$ cat src/rtl/spi_arb_pkg.sv
// spi_arb_pkg -- shared definitions for spi_req_arbiter.
//   * FSM state encoding (4-bit, legacy-compatible localparams)
//   * spi_master register addresses (CTRL, TXD, TXA, RXD)
//   * control register bit positions (START, LSB)
//   * ctrl_byte(): builds the control word that launches a transfer
// Optional feature macro used by the top: SPI_ARB_TIMEOUT_EN.
package spi_arb_pkg;

  localparam logic [3:0] S_IDLE      = 4'd0;
  localparam logic [3:0] S_WR_DATA   = 4'd1;
  localparam logic [3:0] S_WR_ADDR   = 4'd2;
  localparam logic [3:0] S_WR_CTRL   = 4'd3;
  localparam logic [3:0] S_POLL_WAIT = 4'd4;
  localparam logic [3:0] S_POLL_RD   = 4'd5;
  localparam logic [3:0] S_POLL_CHK  = 4'd6;
  localparam logic [3:0] S_RX_RD     = 4'd7;
  localparam logic [3:0] S_RX_CAP    = 4'd8;
  localparam logic [3:0] S_DONE      = 4'd9;
  localparam logic [3:0] S_ABORT     = 4'd10;

  localparam logic [3:0] CTRL = 4'd0;
  localparam logic [3:0] TXD  = 4'd1;
  localparam logic [3:0] TXA  = 4'd2;
  localparam logic [3:0] RXD  = 4'd3;

  localparam int START = 0;
  localparam int LSB   = 3;

  function automatic logic [7:0] ctrl_byte(input logic lsb);
    logic [7:0] b;
    b        = '0;
    b[START] = 1'b1;
    b[LSB]   = lsb;
    return b;
  endfunction

endpackage

$ cat src/rtl/spi_req_arbiter_rr_pick.sv
// rr_pick -- combinational round-robin picker.
// Ports:
//   req  : request vector
//   last : index of the last-served requester; search starts at last+1
//   gnt  : one-hot grant of the first requester found (0 when none)
//   vld  : 1 when any request is pending
module rr_pick #(
  parameter int N_REQ = 2,
  parameter int IDXW  = 1
) (
  input  logic [N_REQ-1:0] req,
  input  logic [IDXW-1:0]  last,
  output logic [N_REQ-1:0] gnt,
  output logic             vld
);

  always_comb begin
    int j;
    gnt = '0;
    vld = 1'b0;
    j   = 0;
    // Walk N_REQ positions starting just after 'last', wrapping once;
    // the last position visited is 'last' itself.
    for (int i = 1; i <= N_REQ; i++) begin
      j = int'(last) + i;
      if (j >= N_REQ) j = j - N_REQ;
      if (!vld && req[IDXW'(j)]) begin
        gnt[IDXW'(j)] = 1'b1;
        vld           = 1'b1;
      end
    end
  end

endmodule

$ cat src/rtl/spi_req_arbiter.sv
// spi_req_arbiter -- shares one spi_master register port between N_REQ
// requesters. Each grant runs one full transaction: write TX data, TX
// address and control, poll control until start clears, read RX data and
// return it with a one-cycle done pulse.
// Optional feature: define SPI_ARB_TIMEOUT_EN to abort after TIMEOUT_POLLS
// busy polls (o_err then flags the done pulse); otherwise polling is endless.
// Ports:
//   i_ck, i_rstn           clock, async active-low reset
//   i_req/_addr/_data/_lsb per-requester request and operands (8-bit lanes)
//   o_gnt, o_done          one-hot grant, one-cycle completion pulse
//   o_rdata, o_err         received byte, timeout flag (with o_done)
//   o_address, o_wdata,
//   o_wr, o_rd, i_rdata    spi_master register port
//   o_dbg_state            current FSM state for observation
// Handshake: a requester holds i_req and operands until o_done; operands are
// latched at grant, and a grant always runs to its o_done pulse.
module spi_req_arbiter
  import spi_arb_pkg::*;
#(
  parameter int N_REQ         = 2,
  parameter int POLL_GAP      = 8,
  parameter int TIMEOUT_POLLS = 255
) (
  input  logic               i_ck,
  input  logic               i_rstn,
  input  logic [N_REQ-1:0]   i_req,
  input  logic [8*N_REQ-1:0] i_req_addr,
  input  logic [8*N_REQ-1:0] i_req_data,
  input  logic [N_REQ-1:0]   i_req_lsb,
  output logic [N_REQ-1:0]   o_gnt,
  output logic [N_REQ-1:0]   o_done,
  output logic [7:0]         o_rdata,
  output logic               o_err,
  output logic [3:0]         o_address,
  output logic [7:0]         o_wdata,
  input  logic [7:0]         i_rdata,
  output logic               o_wr,
  output logic               o_rd,
  output logic [3:0]         o_dbg_state
);

  localparam int IDXW = (N_REQ > 1) ? $clog2(N_REQ) : 1;
  localparam logic [IDXW-1:0] LAST_RST = IDXW'(N_REQ - 1);
  localparam logic [7:0] GAP_LAST = 8'(POLL_GAP - 1);

  if (N_REQ < 2 || N_REQ > 8 || POLL_GAP < 1 || POLL_GAP > 255 ||
      TIMEOUT_POLLS < 1 || TIMEOUT_POLLS > 255) begin : g_param_check
    $error("spi_req_arbiter: parameter out of range");
  end

  logic [3:0]       state;
  logic [IDXW-1:0]  last_idx;
  logic [IDXW-1:0]  cur_idx;
  logic [7:0]       lat_addr;
  logic [7:0]       lat_data;
  logic             lat_lsb;
  logic [7:0]       gap_cnt;

  logic [N_REQ-1:0] pick_gnt;
  logic             pick_vld;
  logic [IDXW-1:0]  pick_idx;
  logic [7:0]       sel_addr;
  logic [7:0]       sel_data;
  logic             sel_lsb;

  rr_pick #(.N_REQ(N_REQ), .IDXW(IDXW)) u_pick (
    .req  (i_req),
    .last (last_idx),
    .gnt  (pick_gnt),
    .vld  (pick_vld)
  );

  // Operand mux for the requester the picker selected.
  always_comb begin
    pick_idx = '0;
    sel_addr = '0;
    sel_data = '0;
    sel_lsb  = 1'b0;
    for (int k = 0; k < N_REQ; k++) begin
      if (pick_gnt[k]) begin
        pick_idx = IDXW'(k);
        sel_addr = i_req_addr[8*k +: 8];
        sel_data = i_req_data[8*k +: 8];
        sel_lsb  = i_req_lsb[k];
      end
    end
  end

  assign o_dbg_state = state;

`ifdef SPI_ARB_TIMEOUT_EN
  localparam logic [7:0] TO_LAST = 8'(TIMEOUT_POLLS - 1);
  logic [7:0] poll_cnt;
`else
  assign o_err = 1'b0;
`endif

  // Every master-port output is registered and loaded on the transition
  // into the state that owns it, so strobes are high exactly while the FSM
  // sits in that state and address/data hold between strobes.
  always_ff @(posedge i_ck or negedge i_rstn) begin
    if (!i_rstn) begin
      state     <= S_IDLE;
      last_idx  <= LAST_RST;
      cur_idx   <= '0;
      lat_addr  <= '0;
      lat_data  <= '0;
      lat_lsb   <= 1'b0;
      gap_cnt   <= '0;
      o_gnt     <= '0;
      o_done    <= '0;
      o_rdata   <= '0;
      o_address <= '0;
      o_wdata   <= '0;
      o_wr      <= 1'b0;
      o_rd      <= 1'b0;
`ifdef SPI_ARB_TIMEOUT_EN
      o_err     <= 1'b0;
      poll_cnt  <= '0;
`endif
    end else begin
      o_wr   <= 1'b0;
      o_rd   <= 1'b0;
      o_done <= '0;
`ifdef SPI_ARB_TIMEOUT_EN
      o_err  <= 1'b0;
`endif
      case (state)
        S_IDLE: begin
          if (pick_vld) begin
            o_gnt     <= pick_gnt;
            cur_idx   <= pick_idx;
            lat_addr  <= sel_addr;
            lat_data  <= sel_data;
            lat_lsb   <= sel_lsb;
            o_wr      <= 1'b1;
            o_address <= TXD;
            o_wdata   <= sel_data;
`ifdef SPI_ARB_TIMEOUT_EN
            poll_cnt  <= '0;
`endif
            state     <= S_WR_DATA;
          end
        end
        S_WR_DATA: begin
          o_wr      <= 1'b1;
          o_address <= TXA;
          o_wdata   <= lat_addr;
          state     <= S_WR_ADDR;
        end
        S_WR_ADDR: begin
          o_wr      <= 1'b1;
          o_address <= CTRL;
          o_wdata   <= ctrl_byte(lat_lsb);
          state     <= S_WR_CTRL;
        end
        S_WR_CTRL: begin
          gap_cnt <= '0;
          state   <= S_POLL_WAIT;
        end
        S_POLL_WAIT: begin
          if (gap_cnt == GAP_LAST) begin
            o_rd      <= 1'b1;
            o_address <= CTRL;
            state     <= S_POLL_RD;
          end else begin
            gap_cnt <= gap_cnt + 8'd1;
          end
        end
        S_POLL_RD: state <= S_POLL_CHK;
        S_POLL_CHK: begin
          if (i_rdata[START]) begin
`ifdef SPI_ARB_TIMEOUT_EN
            if (poll_cnt == TO_LAST) begin
              // Clear the master's start bit before reporting the abort.
              o_wr      <= 1'b1;
              o_address <= CTRL;
              o_wdata   <= 8'h00;
              state     <= S_ABORT;
            end else begin
              poll_cnt <= poll_cnt + 8'd1;
              gap_cnt  <= '0;
              state    <= S_POLL_WAIT;
            end
`else
            gap_cnt <= '0;
            state   <= S_POLL_WAIT;
`endif
          end else begin
            o_rd      <= 1'b1;
            o_address <= RXD;
            state     <= S_RX_RD;
          end
        end
        S_RX_RD: state <= S_RX_CAP;
        S_RX_CAP: begin
          o_rdata <= i_rdata;
          o_done  <= o_gnt;
          state   <= S_DONE;
        end
        S_DONE: begin
          o_gnt    <= '0;
          last_idx <= cur_idx;
          state    <= S_IDLE;
        end
`ifdef SPI_ARB_TIMEOUT_EN
        S_ABORT: begin
          o_done <= o_gnt;
          o_err  <= 1'b1;
          state  <= S_DONE;
        end
`endif
        default: state <= S_IDLE;
      endcase
    end
  end

endmodule

$ cat config.mk
export PLATFORM = sky130hd
export DESIGN_NAME = spi_req_arbiter
export DESIGN_NICKNAME = d
export VERILOG_FILES = /design/src/rtl/spi_arb_pkg.sv /design/src/rtl/spi_req_arbiter_rr_pick.sv /design/src/rtl/spi_req_arbiter.sv
export SDC_FILE = /design/constraint.sdc
export NUM_CORES = 1
export LEC_CHECK = 0
export BUFFER_PORTS_ARGS = -buffer_cell sky130_fd_sc_hd__buf_2
export CORE_MARGIN = 5
export CORE_UTILIZATION = 51
export CTS_BUF_LIST = sky130_fd_sc_hd__clkbuf_2 sky130_fd_sc_hd__clkbuf_4 sky130_fd_sc_hd__clkbuf_8
export CTS_CLUSTER_SIZE = 10
export DETAILED_ROUTE_END_ITERATION = 10
export PLACE_DENSITY = 0.84
export SYNTH_ARGS = -nofsm -noshare
export SYNTH_HDL_FRONTEND = slang
export SYNTH_SLANG_ARGS = --single-unit
$ cat constraint.sdc
create_clock -name i_ck -period 2.1 [get_ports i_ck]
set_clock_uncertainty 0.1 [all_clocks]
set_input_delay 0.42 -clock i_ck [delete_from_list [all_inputs] [get_ports i_ck]]
set_output_delay 0.42 -clock i_ck [all_outputs]
set_load 0.01 [all_outputs]
# [Word level (Yosys, flattened, before mapping)]
# Cells that the tools add are included.
# Widths: inputs -> output; s select.
[op_classes] addsub=5 n_lt_le_gt_ge=6 eq_ne=15 mux=41 bitwise_logic=1 reduce_logical=16
[ops] op="$mux 8" count=7
[ops] op="$pmux 8 s3" count=2
[ops] op="$pmux 4 s9" count=1
[ops] op="$pmux 4 s5" count=1
[ops] op="$eq 4x3->1 const B" count=4
[ops] op="$mux 1" count=16
[ops] op="$mux 4" count=4
[ops] op="$mux 2" count=5
[ops] op="$ne 2x2->1 const B" count=5
[ops] op="$add 8x1->8 const B" count=1
[ops] op="$eq 4x2->1 const B" count=2
[ops] op="$eq 4x4->1 const B" count=2
[ops] op="$eq 8x3->1 const B" count=1
[ops] op="$reduce_and 2->1" count=4
[ops] op="$lt 1x3->1 const B" count=2
[ops] op="$reduce_bool 3->1" count=2
[ops] op="$reduce_bool 5->1" count=1
[ops] op="$eq 4x1->1 const B" count=1
[ops] op="$logic_not 4->1" count=1
[ops] op="$pmux 1 s2" count=2
[ops] op="$pmux 2 s2" count=1
[ops] op="$reduce_and 4->1" count=1
[ops] op="$add 1x2->3 const B" count=1
[ops] op="$ge 3x2->1 const B" count=1
[ops] op="11 further kinds" count=16
[word_totals] regBits=49 in_bits=46 out_inout_bits=31

# [Logic depth before layout (Yosys ltp)]
[logic_depth] ltp_word=14 mapped_depth=6 depth_no_buf=5

# [By module]
# A second synthesis with hierarchy kept.
[unflattened] hier_cells=231 hier_area_um2=2289.7
[modules_own_cells] mod="spi_req_arbiter" n_inst=1 cells_per_inst=227 area_per_inst_um2=2264.7 seq_area_each_um2=1177.4
[modules_own_cells] mod="rr_pick" n_inst=1 cells_per_inst=4 area_per_inst_um2=25.0 seq_area_each_um2=0.0

# [Least setup slack after synthesis]
# OpenSTA, ideal clock, no wires.
[synth_path] kind="register to register" from="register gap_cnt[4]" to="register o_address[1]" arrival_time_ns=1.580 required_ns=1.875 path_slack_ns=0.295 path_stages_with_launch=5 n_path_buf=0 synth_period_minus_slack_ns=1.805 cell_sequence="dfrtp_1 > or3_4 > o41ai_4 > nand3_2 > mux2_4"
[synth_via] elab_chain_cells=3
[synth_rtl] element="from (decl)" line_no="spi_req_arbiter.sv:57" rtl="logic [7:0] gap_cnt;"
[synth_rtl] element="from (signal assigned)" line_no="spi_req_arbiter.sv:167" rtl="gap_cnt <= gap_cnt + 8'd1;"
[synth_rtl] element="$eq 8x3->1" line_no="spi_req_arbiter.sv:162" rtl="if (gap_cnt == GAP_LAST) begin"
[synth_rtl] element="$ne 2x2->1 (no line)"
[synth_rtl] element="$reduce_and 4->1 (no line)"
[synth_rtl] element="to (signal assigned)" line_no="spi_req_arbiter.sv:153" rtl="o_address <= CTRL;"
[synth_rtl] element="to (signal assigned)" line_no="spi_req_arbiter.sv:164" rtl="o_address <= CTRL;"
[synth_rtl] element="to (signal assigned)" line_no="spi_req_arbiter.sv:191" rtl="o_address <= RXD;"
[synth_rtl] element="to (decl)" line_no="spi_req_arbiter.sv:34" rtl="output logic [3:0] o_address,"
# No other way between the ends.
# A chain may end at the register's enable or synchronous reset.

# [Final worst setup path]
[layout_path] from="register gap_cnt[0]" to="register o_address[1]"
# Same word-level chain as after synthesis.

==> results_dict.tcl <==
set metrics [dict create \
    ios 77 \
    max_freq_ghz 0.509 \
    min_delay_path_depth 2 \
    cap_violations 0 \
    p_per_area_mw_per_mm2 1250 \
    n_antenna_cell 0 \
    numPlacedInstances 294 \
    p_int_mw 2.00 \
    drtIter0Drc 95 \
    share_comb_of_total_power_pct 41.6 \
    hold_ws_ps 231 \
    outcome "completed" \
    relSlewSlack_pct 61.9 \
    period_share_pct 93.6 \
    core_area_mm2 0.00400 \
    synth.area.top_cells "dfrtp_1, mux2_2, a22o_1, a22oi_1, nand2_1" \
    irDropWorstVdd_v 0.000827 \
    final_cell_mix "buf_2, dfrtp_1, nand2_1" \
    hpwl_um 3460 \
    p_total_mw 3.23 \
    cp.required_ps 2180 \
    r2r_start "gap_cnt[0]" \
    yosysSeqAreaShare_pct 53.7 \
    place_congestion 0.749 \
    via_per_inst 5.46 \
    setup_viol 0 \
    route.vias.total 1655 \
    critPathLaunchType "register" \
    hold_violations 0 \
    crit_type "register to register" \
    root_buffer "clkbuf_8" \
    drive_above_1_share_pct 36.0 \
    die_w_um 74.2 \
    final_cells 303 \
    rrSetupSlack_ps 130 \
    yosys.area.top_type "dfrtp_1" \
    drc_errors 0 \
    synthFlopType "dfrtp_1" \
    synth_cell_types 48 \
    area_growth_pct 23.0 \
    ant_nets 0 \
    h-tree-depth 2 \
    io_buffers 54 \
    clock_latency_ps 300 \
    worstPathArrival_ps 2050 \
    first_pass_iters 5 \
    start_util_pct 52.5 \
    grt_pass1_wl_um 7620 \
    tns_ps 0 \
    synthArstFlopShare_pct 100 \
    netlist_area_mm2 0.00210 \
    netlist_instances 189 \
    pwr-share-clk_pct 20.5 \
    synth_edf_count 0 \
    grt_max_degree 21 \
    endpoint_kind "register" \
    hold_class "primary input to register" \
    die_y_um 74.2 \
    grt_overflow 0 \
    sequentialPowerShare_pct 37.9 \
    slew_violations 0 \
    clkSlewWorstSetupHoldPaths_ps 80 \
    r2r_cells 5 \
    r2r-end "o_address[1]" \
    grt_pass1_vias 1623 \
    cts_max_path_buffers 2 \
    swShare_pct 38.1 \
    clock-sinks 45 \
    hold_start "i_req_lsb[0]" \
    layout.nets 299 \
    synth_top_area_share_pct 52.4 \
    rows 23 \
    die_area_mm2 0.00550 \
    ys_seq_elements 45 \
    tightest_slew_ps 571 \
    ys_warn_count 0 \
    hold_path_end "lat_lsb" \
    antenna_found_initial 0 \
    rsz0062_at_grt "no" \
    cts_made_buffers 5 \
    grt_util_all_layers_pct 18.2 \
    avgRoutedWirePerCell_um 15.3 \
    power_switching_mw 1.23 \
    cts_tree "yes" \
    period_needed_ps 1970 \
    cts_setup_buffers 0 \
    final_common_cell "buf_2" \
    wirelength_um 4650 \
    power.leakage_nw 1.27 \
    worstPathMaxFanout 6 \
    syn_avg_cell_area_um2 11.1 \
]
-- worst max path at each step --
stage,slack (ps),start,to,cells past startpoint
3_5_place_dp,190,gap_cnt[4],o_address[1],4
4_1_cts,160,gap_cnt[0],o_address[1],5
2_1_floorplan,300,gap_cnt[4],o_address[1],4
5_1_grt,20,gap_cnt[0],o_address[1],5
6_report,130,gap_cnt[0],o_address[1],5
3_3_place_gp,200,gap_cnt[4],o_address[1],4
-- critical path, stage by stage, from the launching register on --
cell and delay (ps):
dfrtp_1 410, ha_1 250, nand2_1 130, o41ai_4 490, nand3_2 150, mux2_4 320
-- logic make-up after synthesis --
family	synth area share, %
simple gates	15.4
fa+ha+maj	0.596
other cells	0.179
mux	5.48
buf+inv	4.41
compound gates	19.4
xor+xnor	0.834
flops	53.7
-- Yosys cell counts (all sizes together), types with 3 or more instances --
master and instances:
buf 9, nor4 3, nor3 3, nand2 15, mux2 9, o21ai 11, or3 3, nand3 8
clkbuf 4, inv 6, nor2 7, nand2b 6, and3 3, dfrtp 44, a22oi 8, a41oi 3
a31oi 3, a21oi 9, a22o 9
-- flip-flops by register name, summed over array words and instances (netlist names) --
name / flops
gap_cnt: 8
lat_addr: 8
o_rdata: 8
o_wdata: 8
o_dbg_state: 4
o_address: 2
o_done: 2
last_idx: 1
lat_lsb: 1
o_gnt: 1
o_rd: 1
o_wr: 1
-- per-layer routing --
metal	global-route usage, %	vias to the layer above	routed length (um)
li1	-	807	-
met1	25.2	785	2010
met2	27.3	54	2210
met3	4.73	9	331
met4	7.85	0	92
met5	0	-	0
-- power groups by stage --
| stage | sequential [mW] | combinational (mW) | clock [mW] |
|---|---|---|---|
| after CTS | 1.22 | 1.33 | 0.673 |
| after floorplan | 1.25 | 0.881 | 0 |
| after global routing | 1.25 | 1.49 | 0.711 |
| after detailed placement | 1.24 | 1.32 | 0 |
| after global placement | 1.23 | 1.28 | 0 |
| final | 1.22 | 1.34 | 0.661 |
-- timing repair --
item                                    4_1_cts  5_1_grt
endpoints found under the setup margin        0        6
hold buffers                                  1        0
endpoints found under the hold margin        18        0
gates resized for setup                       0        1
-- cell type report --
cell class / count / area (um^2)
tap: 50 / 62.6
multi-input combinational: 129 / 900
fill: 328 / 1420
timing repair buffer: 65 / 355
inverter: 6 / 22.5
sequential: 45 / 1130
clock buffer: 6 / 76.3
clock inverter: 2 / 38.8
-- through the flow --
step	utilization [%]	area, um^2	setup slack (ps)
after global routing	64.6	2580	20.2
after floorplan	-	2110	295
after detailed placement	61.3	2450	189
after CTS	64.4	2580	157
final	64.6	2580	135
after global placement	61.3	2450	196
(Power assumes the default switching activity.)
